`config.mk`:
```
export PLATFORM = sky130hd
export DESIGN_NAME = apb_initiator_bridge
export DESIGN_NICKNAME = d
export VERILOG_FILES = /design/src/rtl/apb_initiator_bridge.sv
export SDC_FILE = /design/constraint.sdc
export NUM_CORES = 1
export LEC_CHECK = 0
export CORE_MARGIN = 2
export CORE_UTILIZATION = 37
export CTS_BUF_LIST = sky130_fd_sc_hd__clkbuf_2 sky130_fd_sc_hd__clkbuf_4 sky130_fd_sc_hd__clkbuf_8
export CTS_CLUSTER_DIAMETER = 80
export CTS_CLUSTER_SIZE = 30
export DETAILED_ROUTE_END_ITERATION = 8
export HOLD_SLACK_MARGIN = 0.15
export PLACE_DENSITY = 0.79
export SETUP_SLACK_MARGIN = 0.1
export SLEW_MARGIN = 5
export SYNTH_ARGS = -nofsm -noshare
export SYNTH_HDL_FRONTEND = slang
export SYNTH_SLANG_ARGS = --single-unit
export TNS_END_PERCENT = 5
```
`constraint.sdc`:
```
create_clock -name clk -period 1.69 [get_ports clk]
set_clock_uncertainty 0.15 [all_clocks]
set_input_delay 0.338 -clock clk [delete_from_list [all_inputs] [get_ports clk]]
set_output_delay 0.338 -clock clk [all_outputs]
set_load 0.05 [all_outputs]
```
`src/rtl/apb_initiator_bridge.sv`:
```
// apb_initiator_bridge
// Turns a valid/ready request/response port into APB3 initiator transfers,
// one transfer in flight at a time, with a registered response.
//
// Build option: define APB_TIMEOUT_EN to bound the ACCESS phase to
// TIMEOUT_CYCLES cycles; a transfer that runs out of time completes with
// rsp_err=1 and rsp_rdata=0. Without the macro the bridge waits for pready
// indefinitely and TIMEOUT_CYCLES has no effect.
//
// state  | meaning
// -------+-----------------------------------------------------------
// IDLE   | req_ready high, waiting for a request
// SETUP  | psel=1, penable=0, exactly one cycle
// ACCESS | psel=1, penable=1, waiting for pready (or the timeout)
// RESP   | rsp_valid high, holding the response until rsp_ready

module apb_initiator_bridge #(
  parameter int unsigned AW             = 32,
  parameter int unsigned DW             = 32,
  parameter int unsigned TIMEOUT_CYCLES = 256
) (
  input  logic          clk,
  input  logic          rstn,
  input  logic          i_req_valid,
  output logic          o_req_ready,
  input  logic [AW-1:0] i_req_addr,
  input  logic          i_req_write,
  input  logic [DW-1:0] i_req_wdata,
  output logic          o_rsp_valid,
  input  logic          i_rsp_ready,
  output logic [DW-1:0] o_rsp_rdata,
  output logic          o_rsp_err,
  output logic          o_psel,
  output logic          o_penable,
  output logic [AW-1:0] o_paddr,
  output logic          o_pwrite,
  output logic [DW-1:0] o_pwdata,
  input  logic [DW-1:0] i_prdata,
  input  logic          i_pready,
  input  logic          i_pslverr
);

  typedef enum logic [1:0] {
    ST_IDLE   = 2'd0,
    ST_SETUP  = 2'd1,
    ST_ACCESS = 2'd2,
    ST_RESP   = 2'd3
  } state_t;

  state_t        r_state;
  state_t        w_state_nxt;

  logic          w_capture_req;
  logic          w_access_done;
  logic          w_timeout_hit;
  logic          w_timeout;

  logic [AW-1:0] r_paddr;
  logic          r_pwrite;
  logic [DW-1:0] r_pwdata;
  logic [DW-1:0] r_rsp_rdata;
  logic          r_rsp_err;

`ifdef APB_TIMEOUT_EN
  // Count reaches the last allowed value on the TIMEOUT_CYCLES-th ACCESS cycle.
  localparam logic [15:0] LP_WAIT_LAST = 16'(TIMEOUT_CYCLES - 1);

  logic [15:0] r_wait_cnt;

  // Wait-state counter: zero outside ACCESS, so it starts at 0 on entry.
  always_ff @(posedge clk or negedge rstn) begin
    if (!rstn) begin
      r_wait_cnt <= '0;
    end else if (r_state != ST_ACCESS) begin
      r_wait_cnt <= '0;
    end else if (!i_pready) begin
      r_wait_cnt <= r_wait_cnt + 16'd1;
    end
  end

  assign w_timeout = (r_wait_cnt == LP_WAIT_LAST);
`else
  // No timeout hardware in this build; the parameter is intentionally inert.
  localparam int unsigned LP_UNUSED_TIMEOUT = TIMEOUT_CYCLES;

  assign w_timeout = 1'b0;
`endif

  // State register.
  always_ff @(posedge clk or negedge rstn) begin
    if (!rstn) begin
      r_state <= ST_IDLE;
    end else begin
      r_state <= w_state_nxt;
    end
  end

  // Next-state and APB/handshake outputs decoded from the current state.
  always_comb begin
    w_state_nxt   = r_state;
    o_req_ready   = 1'b0;
    o_psel        = 1'b0;
    o_penable     = 1'b0;
    o_rsp_valid   = 1'b0;
    w_capture_req = 1'b0;
    w_access_done = 1'b0;
    w_timeout_hit = 1'b0;
    case (r_state)
      ST_IDLE: begin
        // Held low while reset is asserted so every output reads 0 in reset.
        o_req_ready = rstn;
        if (i_req_valid) begin
          w_capture_req = 1'b1;
          w_state_nxt   = ST_SETUP;
        end
      end
      ST_SETUP: begin
        o_psel      = 1'b1;
        w_state_nxt = ST_ACCESS;
      end
      ST_ACCESS: begin
        o_psel    = 1'b1;
        o_penable = 1'b1;
        // A slave that answers on the limit cycle still completes normally.
        if (i_pready) begin
          w_access_done = 1'b1;
          w_state_nxt   = ST_RESP;
        end else if (w_timeout) begin
          w_timeout_hit = 1'b1;
          w_state_nxt   = ST_RESP;
        end
      end
      ST_RESP: begin
        o_rsp_valid = 1'b1;
        if (i_rsp_ready) begin
          w_state_nxt = ST_IDLE;
        end
      end
      default: begin
        w_state_nxt = ST_IDLE;
      end
    endcase
  end

  // Request capture: address, direction and write data stay put for the transfer.
  always_ff @(posedge clk or negedge rstn) begin
    if (!rstn) begin
      r_paddr  <= '0;
      r_pwrite <= 1'b0;
      r_pwdata <= '0;
    end else if (w_capture_req) begin
      r_paddr  <= i_req_addr;
      r_pwrite <= i_req_write;
      r_pwdata <= i_req_write ? i_req_wdata : '0;
    end
  end

  // Response capture on ACCESS completion or timeout; held through RESP.
  always_ff @(posedge clk or negedge rstn) begin
    if (!rstn) begin
      r_rsp_rdata <= '0;
      r_rsp_err   <= 1'b0;
    end else if (w_access_done) begin
      r_rsp_rdata <= r_pwrite ? '0 : i_prdata;
      r_rsp_err   <= i_pslverr;
    end else if (w_timeout_hit) begin
      r_rsp_rdata <= '0;
      r_rsp_err   <= 1'b1;
    end
  end

  assign o_paddr     = r_paddr;
  assign o_pwrite    = r_pwrite;
  assign o_pwdata    = r_pwdata;
  assign o_rsp_rdata = r_rsp_rdata;
  assign o_rsp_err   = r_rsp_err;

endmodule

```
==> results.yml <==
outcome:
  status: "finished with violations"
  violations: "negative setup slack"
die:
  dieHeight_um: 108
  rows: 37
  dieArea_sq_mm: 0.0116
  coreArea_sq_mm: 0.0104
  die_x_um: 108
  ios: 205
  initial_utilization_pct: 38.4
hold_path:
  min_to: "o_pwdata[23]"
  holdPathStages: 3
  worstHoldStart: "i_req_wdata[23]"
  hold_path_class: "in2reg"
power:
  seq_power_share_pct: 26.5
  internal_power_mw: 9.88
  peakVddDrop_uv: 1220
  powerDensity_mw_per_mm2: 2290
  netSwitchingPower_mw: 7.85
  swShare_pct: 44.3
  leakage_nw: 3.46
  clkPwrFrac_pct: 7.9
  p_comb_share_pct: 65.6
cts:
  cts_made_buffers: 9
  cts_tree: "yes"
  clock_path_buffers: 2
  cts_sinks: 100
  clk_pin_slew_ps: 100
  h-tree-depth: 3
  clk_latency_ps: 340
  root_buffer: "clkbuf_8"
worst_setup_path:
  r2r_slack_ps: -150
  rr_endpoint: "r_state[1]"
  r2r_start: "r_state[1]"
  cp_max_fo: 4
  critPathSlowestCell: "dfrtp_2"
  reg2reg_depth: 6
  cpMostUsedCell: "buf_4"
  start_kind: "flop"
  path_class: "reg2reg"
  cp-end-kind: "flop"
  required_ps: 1770
  crit_chain: "inv_2, ha_4, buf_4, a222oi_1, buf_4, mux2_4"
  max_stage_delay_ps: 440
  arrival_ps: 1920
global_routing:
  grt_first_pass_wirelength_um: 18800
  antenna_found_initial: 0
  gr-total-overflow: 0
  grt_max_degree: 101
  grt_usage_pct: 20.7
  first_global_vias: 3786
timing:
  period_share_pct: 109
  hold_viol_final: 0
  rsz0062_at_grt: "yes"
  timing.max_slew.rel_slack_pct: 63.3
  tightest_slew_ps: 551
  fmax_mhz: 543
  setup_viol: 9
  slew_violations: 0
  worst_slack_ps: -150
  fin_crit_ps: 1840
placed_design:
  numPlacedInstances: 708
  portBuffers: 204
  gp_congestion: 0.767
  pre_cts_ws_ps: -282
  dp_hpwl_um: 9160
synthesis:
  syn_avg_cell_area_sq_um: 10.9
  synthesis.nets: 473
  postSynthCellCount: 366
  yosysSeqAreaShare_pct: 62.8
  synth-seq-cells: 100
  syn-cell-area_sq_mm: 0.00398
  ys_warn_count: 0
  synth.distinct_cells: 16
route:
  detail_route.wl_per_cell_um: 16.1
  drt_wl_total_um: 11800
  drt-vias-per-instance: 4.74
  detail-route-antenna-nets: 0
  vias: 3479
  drc_errors: 0
  first_pass_iters: 4
  drt_first_iter_violations: 105
cells_and_area:
  stdcell_count: 734
  layout-drive-gt1-share_pct: 28.8
  nets: 700
  areaGrowthSynthToFinish_pct: 94.0
  n_antenna_cell: 0
flow_run:
  drv_cap: 0
==> cell type report <==
| type | count | area [sq um] |
|---|---|---|
| clock buffers | 13 | 160 |
| clock inverters | 3 | 22.5 |
| fillers | 687 | 2640 |
| inverters | 5 | 18.8 |
| multi-input cells | 237 | 1440 |
| flip-flops and latches | 100 | 2510 |
| well taps | 136 | 170 |
| repair buffers | 240 | 3410 |
==> sequential cells by signal, summed over array words and instances, names as in the netlist <==
register,flops
o_paddr,32
o_pwdata,32
o_pwrite,1
o_rsp_err,1
r_state,2
o_rsp_rdata,32
==> how the worst max path moves through the flow <==
| stage | startpoint | to | slack [ps] |
|---|---|---|---|
| detailed placement | i_pready | r_state[1] | -280 |
| global route | r_state[1] | r_state[1] | -220 |
| global placement | i_pready | r_state[1] | -210 |
| CTS | r_state[1] | o_req_ready | -110 |
| floorplan | r_state[0] | r_state[1] | -50 |
| finish | r_state[1] | r_state[1] | -150 |
==> logic make-up after synthesis <==
| group | share of synthesized area, % |
|---|---|
| compound gates | 8.29 |
| fa+ha+maj | 1.26 |
| buf+inv | 2.98 |
| flops | 62.8 |
| mux | 10.1 |
| simple gates | 14.5 |
==> layer usage <==
metal / vias to the layer above / share of wire, % / GRT usage (%)
li1: 1644 / - / -
met1: 1683 / 35 / 22.3
met2: 130 / 54 / 38.3
met3: 22 / 8.3 / 6.36
met4: 0 / 2.4 / 6.68
met5: - / 0 / 0
==> cell usage after synthesis <==
| library cell | instances | area [sq um] |
|---|---|---|
| dfrtp_1 | 100 | 2500 |
| nand2_1 | 98 | 368 |
| o21ai_0 | 37 | 185 |
| mux2_1 | 35 | 394 |
| nand2b_1 | 32 | 200 |
| o21ai_1 | 27 | 135 |
| clkbuf_1 | 14 | 52.6 |
| buf_2 | 8 | 40.0 |
| ha_1 | 4 | 50.1 |
| inv_1 | 4 | 15.0 |
| buf_1 | 2 | 7.51 |
| a222oi_1 | 1 | 10.0 |
| and2_1 | 1 | 6.26 |
| inv_2 | 1 | 3.75 |
| mux2i_1 | 1 | 10.0 |
| nor2_1 | 1 | 3.75 |
==> cell usage in the layout (no fill, tap or decap), types with 2 or more instances in the layout <==
| cell type | n |
|---|---|
| ha_4 | 2 |
| buf_4 | 27 |
| inv_1 | 2 |
| o21ai_0 | 25 |
| clkinvlp_4 | 3 |
| buf_6 | 4 |
| o21ai_1 | 38 |
| dfrtp_1 | 98 |
| clkbuf_4 | 3 |
| buf_12 | 107 |
| mux2_1 | 29 |
| clkdlybuf4s50_1 | 101 |
| nand2b_1 | 32 |
| mux2_4 | 6 |
| nand2_1 | 96 |
| inv_2 | 3 |
| clkbuf_8 | 10 |
==> worst max-delay path, delay by kind of cell, from the launching register on <==
kind / cells / cell delay [ps]
compound gates: 1 / 290
fa+ha+maj: 1 / 160
buf+inv: 3 / 410
flops: 1 / 440
mux: 1 / 290
==> power groups by stage <==
stage | sequential, mW | combinational (mW) | clock (mW)
6_report | 4.70 | 11.6 | 1.40
5_1_grt | 4.84 | 12.1 | 1.55
4_1_cts | 4.72 | 11.6 | 1.45
3_5_place_dp | 4.80 | 11.3 | 0
3_3_place_gp | 4.71 | 11.1 | 0
2_1_floorplan | 7.82 | 1.80 | 0
==> repair_timing <==
action | CTS | global route
resized for setup | 21 | 11
pin swaps | 1 | 2
endpoints found under the hold margin | 100 | 0
hold buffers | 1 | 0
setup buffers | 7 | 2
setup endpoints to repair | 79 | 92
gates cloned | 0 | 0
==> stage by stage <==
stage	cell area, sq um	power [mW]	TNS, ps	hold WS, ps	util (%)
floorplan	4000	9.62	-50.7	-108	-
global placement	7400	15.8	-7780	331	71.3
detailed placement	7400	16.1	-10330	334	71.3
CTS	7690	17.8	-465	366	74.2
global route	7730	18.5	-1790	376	74.5
finish	7730	17.7	-588	377	74.5
No activity file was read; power rests on OpenSTA's default activity.
